===== config.mk =====
export PLATFORM = sky130hd
export DESIGN_NAME = i2c_master_ctrl_flat
export DESIGN_NICKNAME = d
export VERILOG_FILES = /design/src/rtl/i2c_master_ctrl_if.sv /design/src/rtl/i2c_master_ctrl.sv /design/src/flat_wrapper.sv
export SDC_FILE = /design/constraint.sdc
export NUM_CORES = 1
export LEC_CHECK = 0
export CORE_ASPECT_RATIO = 1.5
export CORE_MARGIN = 2
export CORE_UTILIZATION = 45
export CTS_CLUSTER_DIAMETER = 80
export DETAILED_ROUTE_END_ITERATION = 10
export PLACE_DENSITY = 0.71
export SLEW_MARGIN = 20
export SYNTH_ARGS = -nofsm -noshare
export SYNTH_HDL_FRONTEND = slang
export SYNTH_SLANG_ARGS = --single-unit

===== constraint.sdc =====
create_clock -name clk -period 5.85 [get_ports clk]
set_clock_uncertainty 0.05 [all_clocks]
set_input_delay 1.4625 -clock clk [delete_from_list [all_inputs] [get_ports clk]]
set_output_delay 1.4625 -clock clk [all_outputs]
set_load 0.005 [all_outputs]

===== src/rtl/i2c_master_ctrl_if.sv =====
// Host command/data and pad signals of the I2C master.
// The controller uses the slave modport; the host side uses master.
interface i2c_master_ctrl_if;
  logic       cmd_valid;
  logic       cmd_ready;
  logic [6:0] cmd_addr;
  logic       cmd_rw;
  logic [3:0] cmd_len;
  logic [7:0] wr_data;
  logic       wr_valid;
  logic       wr_ready;
  logic [7:0] rd_data;
  logic       rd_valid;
  logic       busy;
  logic       done;
  logic       nack;
  logic       scl_out;
  logic       sda_out;
  logic       sda_in;

  modport master (
    output cmd_valid, cmd_addr, cmd_rw, cmd_len,
    output wr_data, wr_valid, sda_in,
    input  cmd_ready, wr_ready, rd_data, rd_valid,
    input  busy, done, nack, scl_out, sda_out
  );

  modport slave (
    input  cmd_valid, cmd_addr, cmd_rw, cmd_len,
    input  wr_data, wr_valid, sda_in,
    output cmd_ready, wr_ready, rd_data, rd_valid,
    output busy, done, nack, scl_out, sda_out
  );
endinterface


===== src/rtl/i2c_master_ctrl.sv =====
// Byte-level I2C master: START, address, data, ACK and STOP sequencing
// with a built-in quarter-period SCL generator.
module i2c_master_ctrl #(
  parameter int CLK_DIV = 4
) (
  input logic          clk,
  input logic          rst_,
  i2c_master_ctrl_if.slave bus
);

  localparam int DW = (CLK_DIV > 1) ? $clog2(CLK_DIV) : 1;
  localparam logic [DW-1:0] DIV_MAX = DW'(CLK_DIV - 1);

  typedef enum logic [3:0] {
    S_IDLE,
    S_START,
    S_ADDR,
    S_AACK,
    S_WDATA,
    S_WACK,
    S_RDATA,
    S_MACK,
    S_STOP
  } state_t;

  state_t        r_state;
  state_t        w_nxt;
  logic [DW-1:0] r_div;
  logic [1:0]    r_q;
  logic [2:0]    r_bit;
  logic [3:0]    r_left;
  logic          r_rw;
  logic [7:0]    r_sh;
  logic          r_have;
  logic          r_ack;
  logic          r_nack;
  logic          r_done;
  logic          r_rdv;
  logic [7:0]    r_rdd;

  logic w_acc;
  logic w_load;
  logic w_frz;
  logic w_tick;
  logic w_samp;
  logic w_bend;
  logic w_scl;
  logic w_sda;
  logic w_dat;
  logic w_enter;

  assign w_acc  = (r_state == S_IDLE) & bus.cmd_valid & ~rst_;
  assign w_load = (r_state == S_WDATA) & ~r_have & bus.wr_valid;
  assign w_frz  = (r_state == S_WDATA) & ~r_have & ~bus.wr_valid;
  assign w_tick = ~w_frz & (r_state != S_IDLE) & (r_div == DIV_MAX);
  assign w_samp = w_tick & (r_q == 2'd2);
  assign w_bend = w_tick & (r_q == 2'd3);
  assign w_dat  = (r_state == S_ADDR) | (r_state == S_WDATA);
  assign w_enter = w_bend & (r_state != w_nxt) &
                   ((w_nxt == S_WDATA) | (w_nxt == S_RDATA));

  assign bus.cmd_ready = (r_state == S_IDLE) & ~rst_;
  assign bus.wr_ready  = w_load;
  assign bus.rd_data   = r_rdd;
  assign bus.rd_valid  = r_rdv;
  assign bus.busy      = (r_state != S_IDLE);
  assign bus.done      = r_done;
  assign bus.nack      = r_nack;
  assign bus.scl_out   = w_scl;
  assign bus.sda_out   = w_sda;

  // state register
  always_ff @(posedge clk) begin
    if (rst_) r_state <= S_IDLE;
    else      r_state <= w_nxt;
  end

  // next state and pad levels per quarter
  always_comb begin
    w_nxt = r_state;
    w_scl = 1'b1;
    w_sda = 1'b1;
    unique case (r_state)
      S_IDLE: begin
        if (bus.cmd_valid) w_nxt = S_START;
      end
      S_START: begin
        w_scl = (r_q != 2'd3);
        w_sda = ~r_q[1];
        if (w_bend) w_nxt = S_ADDR;
      end
      S_ADDR: begin
        w_scl = r_q[1];
        w_sda = r_sh[7];
        if (w_bend && r_bit == 3'd0) w_nxt = S_AACK;
      end
      S_AACK: begin
        w_scl = r_q[1];
        if (w_bend) begin
          if (r_ack || r_left == 4'd0) w_nxt = S_STOP;
          else if (r_rw)               w_nxt = S_RDATA;
          else                         w_nxt = S_WDATA;
        end
      end
      S_WDATA: begin
        w_scl = r_q[1];
        if (r_have)            w_sda = r_sh[7];
        else if (bus.wr_valid) w_sda = bus.wr_data[7];
        if (w_bend && r_bit == 3'd0) w_nxt = S_WACK;
      end
      S_WACK: begin
        w_scl = r_q[1];
        if (w_bend) begin
          if (r_ack || r_left == 4'd0) w_nxt = S_STOP;
          else                         w_nxt = S_WDATA;
        end
      end
      S_RDATA: begin
        w_scl = r_q[1];
        if (w_bend && r_bit == 3'd0) w_nxt = S_MACK;
      end
      S_MACK: begin
        w_scl = r_q[1];
        w_sda = (r_left == 4'd0);
        if (w_bend) begin
          if (r_left == 4'd0) w_nxt = S_STOP;
          else                w_nxt = S_RDATA;
        end
      end
      S_STOP: begin
        w_scl = (r_q != 2'd0);
        w_sda = r_q[1];
        if (w_bend) w_nxt = S_IDLE;
      end
      default: w_nxt = S_IDLE;
    endcase
  end

  // quarter/bit timing, shifter, byte count and status flags
  always_ff @(posedge clk) begin
    if (rst_) begin
      r_div  <= '0;
      r_q    <= 2'd0;
      r_bit  <= 3'd0;
      r_left <= 4'd0;
      r_rw   <= 1'b0;
      r_sh   <= 8'd0;
      r_have <= 1'b0;
      r_ack  <= 1'b0;
      r_nack <= 1'b0;
      r_done <= 1'b0;
      r_rdv  <= 1'b0;
      r_rdd  <= 8'd0;
    end else begin
      r_done <= (r_state == S_STOP) & w_bend;
      r_rdv  <= (r_state == S_RDATA) & w_samp &
                (r_bit == 3'd0);
      if (r_state == S_IDLE) begin
        r_div <= '0;
        r_q   <= 2'd0;
      end else if (!w_frz) begin
        r_div <= w_tick ? '0 : r_div + DW'(1);
        if (w_tick) r_q <= r_q + 2'd1;
      end
      if (w_acc) begin
        r_sh   <= {bus.cmd_addr, bus.cmd_rw};
        r_rw   <= bus.cmd_rw;
        r_left <= bus.cmd_len;
        r_nack <= 1'b0;
        r_bit  <= 3'd7;
      end else begin
        if (w_load)
          r_sh <= bus.wr_data;
        else if (w_bend && w_dat)
          r_sh <= {r_sh[6:0], 1'b0};
        else if (w_samp && r_state == S_RDATA)
          r_sh <= {r_sh[6:0], bus.sda_in};
        if (w_bend && (w_dat || r_state == S_RDATA))
          r_bit <= r_bit - 3'd1;
        if (w_enter) r_left <= r_left - 4'd1;
      end
      if (w_samp) r_ack <= bus.sda_in;
      if (w_samp && bus.sda_in &&
          (r_state == S_AACK || r_state == S_WACK))
        r_nack <= 1'b1;
      if (w_samp && r_state == S_RDATA && r_bit == 3'd0)
        r_rdd <= {r_sh[6:0], bus.sda_in};
      if (w_load)                 r_have <= 1'b1;
      else if (r_state != S_WDATA) r_have <= 1'b0;
    end
  end

endmodule

===== src/flat_wrapper.sv =====
// flat-port wrapper written by rule: the top's interface ports become plain ports
module i2c_master_ctrl_flat 
#(
  parameter int CLK_DIV = 4
)
  (clk, rst_, bus_cmd_valid, bus_cmd_addr, bus_cmd_rw, bus_cmd_len, bus_wr_data, bus_wr_valid, bus_sda_in, bus_cmd_ready, bus_wr_ready, bus_rd_data, bus_rd_valid, bus_busy, bus_done, bus_nack, bus_scl_out, bus_sda_out);
  i2c_master_ctrl_if bus_i ();
  input logic clk;
  input logic rst_;
  input wire logic [$bits(bus_i.cmd_valid)-1:0] bus_cmd_valid;
  input wire logic [$bits(bus_i.cmd_addr)-1:0] bus_cmd_addr;
  input wire logic [$bits(bus_i.cmd_rw)-1:0] bus_cmd_rw;
  input wire logic [$bits(bus_i.cmd_len)-1:0] bus_cmd_len;
  input wire logic [$bits(bus_i.wr_data)-1:0] bus_wr_data;
  input wire logic [$bits(bus_i.wr_valid)-1:0] bus_wr_valid;
  input wire logic [$bits(bus_i.sda_in)-1:0] bus_sda_in;
  output wire logic [$bits(bus_i.cmd_ready)-1:0] bus_cmd_ready;
  output wire logic [$bits(bus_i.wr_ready)-1:0] bus_wr_ready;
  output wire logic [$bits(bus_i.rd_data)-1:0] bus_rd_data;
  output wire logic [$bits(bus_i.rd_valid)-1:0] bus_rd_valid;
  output wire logic [$bits(bus_i.busy)-1:0] bus_busy;
  output wire logic [$bits(bus_i.done)-1:0] bus_done;
  output wire logic [$bits(bus_i.nack)-1:0] bus_nack;
  output wire logic [$bits(bus_i.scl_out)-1:0] bus_scl_out;
  output wire logic [$bits(bus_i.sda_out)-1:0] bus_sda_out;
  assign bus_i.cmd_valid = bus_cmd_valid;
  assign bus_i.cmd_addr = bus_cmd_addr;
  assign bus_i.cmd_rw = bus_cmd_rw;
  assign bus_i.cmd_len = bus_cmd_len;
  assign bus_i.wr_data = bus_wr_data;
  assign bus_i.wr_valid = bus_wr_valid;
  assign bus_i.sda_in = bus_sda_in;
  assign bus_cmd_ready = bus_i.cmd_ready;
  assign bus_wr_ready = bus_i.wr_ready;
  assign bus_rd_data = bus_i.rd_data;
  assign bus_rd_valid = bus_i.rd_valid;
  assign bus_busy = bus_i.busy;
  assign bus_done = bus_i.done;
  assign bus_nack = bus_i.nack;
  assign bus_scl_out = bus_i.scl_out;
  assign bus_sda_out = bus_i.sda_out;
  i2c_master_ctrl #(.CLK_DIV(CLK_DIV)) u_core (.clk(clk), .rst_(rst_), .bus(bus_i));
endmodule

==> results of run 1 <==
## flip-flops by register name (all words and copies together), names as in the netlist
signal               count
u_core.bus.rd_data       8
u_core.r_sh              8
u_core.r_left            4
u_core.r_state           4
u_core.r_bit             3
u_core.r_div             2
u_core.r_q               2
u_core.bus.done          1
u_core.bus.nack          1
u_core.bus.rd_valid      1
u_core.r_ack             1
u_core.r_have            1
u_core.r_rw              1
## per-layer routing
layer	global-route usage (%)	part of all wire [%]
met5	0	0
met1	24.4	41
met4	9.71	2.8
met3	4.48	4.3
met2	34.6	52
## placed cells by master (no fill, tap or decap), types with 4 or more instances in the layout
cell type	n
nand2_1	22
nor3b_1	4
inv_1	12
clkbuf_8	6
a21oi_1	16
nand4_1	4
nor2_1	27
nor3_1	9
ha_1	7
dfxtp_1	37
mux2i_1	11
a211oi_1	4
o21ai_0	11
nand3_1	6
nand4b_1	7
a311o_1	7
xor2_1	4
clkdlybuf4s50_1	40
## synth_stat cells, types with 2 or more instances
library cell,instances,area [um^2]
a211oi_1,4,30.0
a21oi_1,16,80.1
a221oi_1,2,17.5
a311o_1,7,70.1
a31oi_1,3,18.8
and2_1,2,12.5
and3_1,3,18.8
buf_2,4,20.0
buf_4,2,15.0
clkbuf_1,9,33.8
dfxtp_1,37,741
ha_1,7,87.6
inv_1,12,45.0
mux2i_1,11,110
nand2_1,22,82.6
nand2b_1,3,18.8
nand3_1,6,30.0
nand3b_1,3,22.5
nand4_1,4,25.0
nand4b_1,7,61.3
nor2_1,27,101
nor2b_1,3,18.8
nor3_1,9,45.0
nor3b_1,4,30.0
o21ai_0,11,55.1
xnor2_1,3,26.3
xor2_1,4,35.0
## critical path, cell delays in order
cell	delay, ps
clkdlybuf4s50_1	610
nand3_2	250
inv_2	210
clkdlybuf4s50_1	530
## how the worst max path moves through the flow
stage	from	to	slack [ps]	depth (start not counted)
floorplan	rst_	bus_cmd_ready	2310	3
global placement	bus_wr_valid	bus_wr_ready	1310	4
detailed placement	bus_wr_valid	bus_wr_ready	1300	4
CTS	bus_wr_valid	bus_wr_ready	1280	4
global route	bus_wr_valid	bus_wr_ready	1200	4
finish	bus_wr_valid	bus_wr_ready	1280	4
## power by group
group | switching (uW) | internal, uW
Clock | 92.5 | 139
Sequential | 8.44 | 260
Combinational | 33.9 | 34.8
## per-stage QoR
step           setup WS (ps)  hold WS (ps)  area, um^2  util [%]
2_1_floorplan           2310           387        2050         -
6_report                1280           418        2570      57.6
3_5_place_dp            1300           407        2460      55.0
5_1_grt                 1200           439        2570      57.6
3_3_place_gp            1310           392        2460      55.0
4_1_cts                 1280           418        2570      57.6
## layout make-up
| class | instances | share of cell area, % |
|---|---|---|
| clock buffers | 7 | 3.35 |
| multi-input cells | 179 | 46.0 |
| inverters | 13 | 1.90 |
| repair buffers | 43 | 16.4 |
| flip-flops and latches | 37 | 28.8 |
| well taps | 48 | 2.33 |
| clock inverters | 1 | 1.17 |
## cells by family (layout without fill, tap and decap cells)
logic type      after synthesis  count (layout)
fa+ha+maj                     7               7
flops                        37              37
mux                          11              11
buf+inv                      29              64
xor+xnor                      7               7
compound gates               54              54
simple gates                100             100
==> results.sh, run 1 <==
export IMPL_crit_fanout=9
export IMPL_cts_buffer_depth=2
export IMPL_drtIter0Drc=71
export IMPL_die_area_um2=5120
export IMPL_seq_area_um2=741
export IMPL_setup_violations=0
export IMPL_rrSetupSlack_ps=2730
export IMPL_core_area_um2=4470
export IMPL_min_period_over_period_pct=78.1
export IMPL_critPathKind="in -> out"
export IMPL_min_from="u_core.r_rw$_SDFFE_PP0P_"
export IMPL_place_congestion=0.761
export IMPL_hold_viol=0
export IMPL_num_vias=1926
export IMPL_crit_path_end_kind="output port"
export IMPL_ioPinCount=41
export IMPL_start_util_pct=45.8
export IMPL_syn_inst=245
export IMPL_hold_class="reg -> reg"
export IMPL_syn_area_per_cell_um2=8.35
export IMPL_synthAdderAreaFrac_pct=4.28
export IMPL_leakage_uw=0.000884
export IMPL_fmax_mhz=219
export IMPL_power_density_nw_per_um2=221
export IMPL_path_clk_slew_ps=70
export IMPL_rr_worst_depth=5
export IMPL_worstReg2RegEnd="u_core.r_sh[3]$_SDFFE_PP0P_"
export IMPL_maxSlewHeadroom_pct=40.0
export IMPL_final_min_clock_period_ps=4570
export IMPL_holdBufCountCts=0
export IMPL_wl_um=4980
export IMPL_crit_path_start_kind="input pin"
export IMPL_arrival_ps=3060
export IMPL_drc=0
export IMPL_tns_ps=0
export IMPL_postSynthNetCount=277
export IMPL_final_max_slew_viol_count=0
export IMPL_grt_pass1_vias=1702
export IMPL_htree_levels=2
export IMPL_rsz0062_at_grt="no"
export IMPL_worstPathRequired_ps=4340
export IMPL_postCtsSetupBuffers=0
export IMPL_antenna_cells=0
export IMPL_worstReg2RegStart="u_core.r_state[3]$_SDFF_PP0_"
export IMPL_nNetsFinal=311
export IMPL_ys_seq_area_share_pct=36.2
export IMPL_synth_xor_area_share_pct=3.00
export IMPL_synthSimpleGateAreaFrac_pct=26.7
export IMPL_ir_drop_mv=0.130
export IMPL_die_w_um=59.1
export IMPL_die_y_um=86.6
export IMPL_clock_sinks=37
export IMPL_post_dp_hpwl_um=3450
export IMPL_yosys_warnings=0
export IMPL_area_growth_pct=25.7
export IMPL_max_cap_violations=0
export IMPL_synth_top_family_by_area="simple AND/OR/NAND/NOR gates"
export IMPL_synth_compound_area_share_pct=18.5
export IMPL_ant_nets=0
export IMPL_synth_edf_count=0
export IMPL_ctsResizeCount=0
export IMPL_cts_made_buffers=5
export IMPL_grt_pass1_wl_um=8080
export IMPL_synthDistinctLibCells=47
export IMPL_min_path_cells=2
export IMPL_grtUsageTotal_pct=20.6
export IMPL_rows=30
export IMPL_multi_input_area_um2=1180
export IMPL_synth_area_um2=2050
export IMPL_ys_flop_type="dfxtp_1"
export IMPL_fillers=408
export IMPL_synthMuxAreaShare_pct=5.38
export IMPL_avgViaCountPerCell=5.87
export IMPL_post_drt_wl_per_cell_um=15.2
export IMPL_dr_pass1_iters=4
export IMPL_clk_latency_ps=290
export IMPL_tritoncts="built"
export IMPL_synthArstFlopShare_pct=0
export IMPL_overflow=0
export IMPL_place_inst=320
export IMPL_clk_root_buffer_cell="clkbuf_8"
export IMPL_p_total_uw=569
export IMPL_ys_seq_elements=37
export IMPL_antenna_found_initial=0
export IMPL_final_cells=328
export IMPL_grt_max_degree=48
export IMPL_tightest_slew_ps=898
export IMPL_holdPathEnd="u_core.r_rw$_SDFFE_PP0P_"
export IMPL_drive_above_1_share_pct=6.43
export IMPL_status="finished, final reports clean"
export IMPL_portBuffers=40
Note: power is estimated with default switching activity, not from simulation.
==> run 2: changes to the inputs <==
clock period = 4.6 ns   (was 5.85 ns; I/O delays follow)
==> results.sh, run 2 (synthesis gave the netlist of run 1 again) <==
export IMPL_ir_drop_mv=0.177
export IMPL_status="finished, final reports clean"
export IMPL_place_congestion=0.776
export IMPL_postCtsSetupBuffers=0
export IMPL_clock_sinks=37
export IMPL_clk_latency_ps=280
export IMPL_setup_violations=0
export IMPL_fillers=398
export IMPL_path_clk_slew_ps=70
export IMPL_ant_nets=0
export IMPL_clockPowerShare_pct=34.7
export IMPL_worstPathRequired_ps=3400
export IMPL_avgViaCountPerCell=5.86
export IMPL_maxSlewHeadroom_pct=58.6
export IMPL_max_cap_violations=0
export IMPL_portBuffers=40
export IMPL_final_cell_mix="clkdlybuf4s50_1, dfxtp_1, nor2_1"
export IMPL_wl_um=4990
export IMPL_crit_path_start_kind="input pin"
export IMPL_area_growth_pct=25.2
export IMPL_drc=0
export IMPL_layout_commonest_cell="clkdlybuf4s50_1"
export IMPL_nNetsFinal=313
export IMPL_tightest_slew_ps=620
export IMPL_start_util_pct=45.8
export IMPL_holdBufCountCts=0
export IMPL_placed_area_um2=2470
export IMPL_die_area_um2=5120
export IMPL_setup_ws_ps=678
export IMPL_hold_class="reg -> reg"
export IMPL_combPwrFrac_pct=13.7
export IMPL_drive_above_1_share_pct=7.12
export IMPL_tritoncts="built"
export IMPL_rows=30
export IMPL_antenna_found_initial=0
export IMPL_crit_path_end_kind="output port"
export IMPL_power_density_nw_per_um2=258
export IMPL_die_y_um=86.6
export IMPL_grtUsageTotal_pct=21.7
export IMPL_core_area_um2=4470
export IMPL_min_period_over_period_pct=85.3
export IMPL_ioPinCount=41
export IMPL_p_total_uw=662
export IMPL_cts_buffer_depth=2
export IMPL_hold_viol=0
export IMPL_post_place_ws_ps=668
export IMPL_p_int_uw=495
export IMPL_final_area_um2=2560
export IMPL_die_w_um=59.1
export IMPL_post_dp_hpwl_um=3550
export IMPL_ctsResizeCount=0
export IMPL_post_drt_wl_per_cell_um=15.2
export IMPL_seq_power_share_pct=51.6
export IMPL_grt_pass1_wl_um=8670
export IMPL_drtIter0Drc=67
export IMPL_critPathKind="in -> out"
export IMPL_num_vias=1928
export IMPL_power_share_switching_pct=25.2
export IMPL_clk_root_buffer_cell="clkbuf_8"
export IMPL_grt_max_degree=48
export IMPL_grt_pass1_vias=1894
export IMPL_cts_made_buffers=5
export IMPL_overflow=0
export IMPL_htree_levels=2
export IMPL_dr_pass1_iters=4
export IMPL_final_min_clock_period_ps=3920
export IMPL_rsz0062_at_grt="no"
export IMPL_crit_fanout=9
export IMPL_final_max_slew_viol_count=0
export IMPL_leakage_uw=0.000878
export IMPL_p_switching_uw=167
export IMPL_fmax_mhz=255
export IMPL_arrival_ps=2720
export IMPL_antenna_cells=0
export IMPL_tns_ps=0
[run 2: changes by cell type in the layout (fill, tap and decap cells not counted), sizes merged]
| cell | change |
|---|---|
| buf | +2 |
| bufinv | -1 |
| clkbuf | -1 |
| clkinvlp | +1 |
[run 2: path summary, 6_finish.rpt]
path / start / end / slack [ps] / cells past startpoint
max: bus_wr_valid / bus_wr_ready / 680 / 4
min: u_core.bus.nack$_SDFFE_PP0P_ / u_core.bus.nack$_SDFFE_PP0P_ / 410 / 2
min reg2reg: u_core.bus.nack$_SDFFE_PP0P_ / u_core.bus.nack$_SDFFE_PP0P_ / 410 / 2
max reg2reg: u_core.r_state[2]$_SDFF_PP0_ / u_core.bus.rd_data[4]$_SDFFE_PP0P_ / 2120 / 6
[run 2: layer usage]
metal | up-vias | track usage [%] | part of all wire (%)
met5 | - | 0 | 0
li1 | 950 | - | -
met4 | 0 | 8.47 | 1.7
met3 | 6 | 4.18 | 4.7
met2 | 62 | 38.2 | 52
met1 | 910 | 25.4 | 42
[run 2: power groups by stage]
stage                     logic [uW]  registers, uW  clock network, uW
after global routing             101            343                246
after detailed placement        89.4            349                  0
after CTS                       90.2            341                236
final                           90.4            342                230
after global placement          87.6            349                  0
after floorplan                 53.4            345                  0
[run 2: area by class of cell]
class                      count  area, um^2  area share [%]
clock inverter                 1        7.51           0.293
multi-input combinational    179        1180            46.2
sequential                    37         741            28.9
timing repair buffer          45         438            17.1
tap                           48        60.1            2.34
inverter                      13        48.8            1.90
clock buffer                   6        82.6            3.22
[run 2: worst max-delay path, stage by stage]
cell and delay [ps]:
clkdlybuf4s50_1 600, nand3_2 240, inv_2 200, clkdlybuf4s50_1 530
[run 2: metrics by stage]
step | hold slack [ps] | util [%] | std cells
finish | 407 | 57.4 | 329
global route | 444 | 57.4 | 329
CTS | 409 | 57.4 | 329
detailed placement | 399 | 55.4 | 322
global placement | 392 | 55.4 | 322
floorplan | 387 | - | 245
==> run 3: changes to the inputs <==
clock period = 3.7 ns   (was 4.6 ns; I/O delays follow)
==> results.sh, run 3 (synthesis gave the netlist of run 1 again) <==
export IMPL_status="finished, final reports clean"
export IMPL_ioPinCount=41
export IMPL_worstPathRequired_ps=2720
export IMPL_maxSlewHeadroom_pct=62.0
export IMPL_overflow=0
export IMPL_multi_input_area_um2=1180
export IMPL_worstReg2RegStart="u_core.r_state[2]$_SDFF_PP0_"
export IMPL_path_buf_inv=2
export IMPL_clock_sinks=37
export IMPL_tightest_slew_ps=570
export IMPL_wl_met3_um=188
export IMPL_cp_cell_sequence="clkdlybuf4s50_1 > nand2b_1 > o221ai_1 > o311ai_0 > clkdlybuf4s50_1"
export IMPL_drc=0
export IMPL_rows=30
export IMPL_num_vias=1897
export IMPL_crit_path_frequent_cell="clkdlybuf4s50_1"
export IMPL_dr_pass1_iters=4
export IMPL_place_inst=325
export IMPL_drt_met1_wl_um=2140
export IMPL_layout_commonest_cell="clkdlybuf4s50_1"
export IMPL_cp_slowest_cell="clkdlybuf4s50_1"
export IMPL_crit_path_start_kind="input pin"
export IMPL_grt_pass1_wl_um=8210
export IMPL_fmax_mhz=294
export IMPL_grt_pass1_vias=1775
export IMPL_rr_worst_depth=5
export IMPL_worstReg2RegEnd="u_core.r_sh[3]$_SDFFE_PP0P_"
export IMPL_rsz0062_at_grt="no"
export IMPL_tns_ps=0
export IMPL_holdBufCountCts=0
export IMPL_fillers=406
export IMPL_start_util_pct=45.8
export IMPL_final_min_clock_period_ps=3410
export IMPL_path_clk_slew_ps=80
export IMPL_antenna_found_initial=0
export IMPL_core_area_um2=4470
export IMPL_drtIter0Drc=56
export IMPL_die_w_um=59.1
export IMPL_final_core_util_pct=58.9
export IMPL_final_max_slew_viol_count=0
export IMPL_clk_root_buffer_cell="clkbuf_8"
export IMPL_hold_class="reg -> reg"
export IMPL_highest_signal_layer="met4"
export IMPL_post_dp_hpwl_um=3520
export IMPL_max_cap_violations=0
export IMPL_leakage_uw=0.000918
export IMPL_ctsResizeCount=0
export IMPL_power_density_nw_per_um2=363
export IMPL_htree_levels=2
export IMPL_ant_nets=0
export IMPL_slowest_delay_ps=600
export IMPL_die_area_um2=5120
export IMPL_drive_above_1_share_pct=8.42
export IMPL_postCtsSetupBuffers=0
export IMPL_avgViaCountPerCell=5.70
export IMPL_ir_drop_mv=0.243
export IMPL_crit_start="bus_wr_valid"
export IMPL_tritoncts="built"
export IMPL_post_drt_wl_per_cell_um=14.8
export IMPL_place_congestion=0.779
export IMPL_final_cells=333
export IMPL_wl_met2_um=2540
export IMPL_crit_fanout=5
export IMPL_nNetsFinal=316
export IMPL_grt_max_degree=48
export IMPL_wl_um=4930
export IMPL_rrSetupSlack_ps=1240
export IMPL_area_growth_pct=28.4
export IMPL_setup_violations=0
export IMPL_final_cell_mix="clkdlybuf4s50_1, dfxtp_1, nor2_1"
export IMPL_arrival_ps=2430
export IMPL_grtUsageTotal_pct=20.7
export IMPL_antenna_cells=0
export IMPL_hold_viol=0
export IMPL_clk_latency_ps=290
export IMPL_crit_path_end_kind="output port"
export IMPL_crit_end="bus_sda_out"
export IMPL_seq_area_um2=741
export IMPL_cts_made_buffers=5
export IMPL_cp_top_family="buffers and inverters"
export IMPL_cts_buffer_depth=2
export IMPL_die_y_um=86.6
export IMPL_min_period_over_period_pct=92.1
export IMPL_cp_depth=5
export IMPL_portBuffers=40
export IMPL_critPathKind="in -> out"
-- run 3: worst min path at each step --
stage,from,endpoint,cells past startpoint
6_report,u_core.r_rw$_SDFFE_PP0P_,u_core.r_rw$_SDFFE_PP0P_,2
5_1_grt,u_core.bus.nack$_SDFFE_PP0P_,u_core.bus.nack$_SDFFE_PP0P_,2
4_1_cts,u_core.r_rw$_SDFFE_PP0P_,u_core.r_rw$_SDFFE_PP0P_,2
3_5_place_dp,u_core.r_rw$_SDFFE_PP0P_,u_core.r_rw$_SDFFE_PP0P_,2
3_3_place_gp,u_core.bus.nack$_SDFFE_PP0P_,u_core.bus.nack$_SDFFE_PP0P_,2
2_1_floorplan,u_core.r_rw$_SDFFE_PP0P_,u_core.r_rw$_SDFFE_PP0P_,2
-- run 3: area by class of cell --
type                    count  area share, %
multi-input cells         179           45.1
flip-flops and latches     37           28.2
repair buffers             48           17.5
clock buffers               5           2.62
clock inverters             3           2.48
well taps                  48           2.28
inverters                  13           1.86
-- run 3: metal layers --
layer  up-vias  GRT usage [%]
met5         -              0
met4         0           6.20
met3         6           3.58
met2        41           36.5
met1       889           25.2
li1        961              -
-- run 3: through the flow --
stage	area, um^2	hold WS, ps	power [uW]	setup slack (ps)
after floorplan	2050	387	495	1230
final	2630	412	955	294
after detailed placement	2490	399	546	301
after CTS	2630	411	959	290
after global routing	2630	443	986	183
after global placement	2490	392	544	305
-- run 3: where the power goes --
part           total (uW)  leakage (uW)  switching, uW  internal [uW]
sequential            424      0.000301           13.3            411
clock                 418     0.0000681            150            268
combinational         113      0.000549           53.7           59.0
-- run 3: worst min-delay path, delay by kind of cell, from the launching register on --
kind / cells / cell delay [ps]
simple gates: 1 / 50
compound gates: 1 / 50
flops: 1 / 320
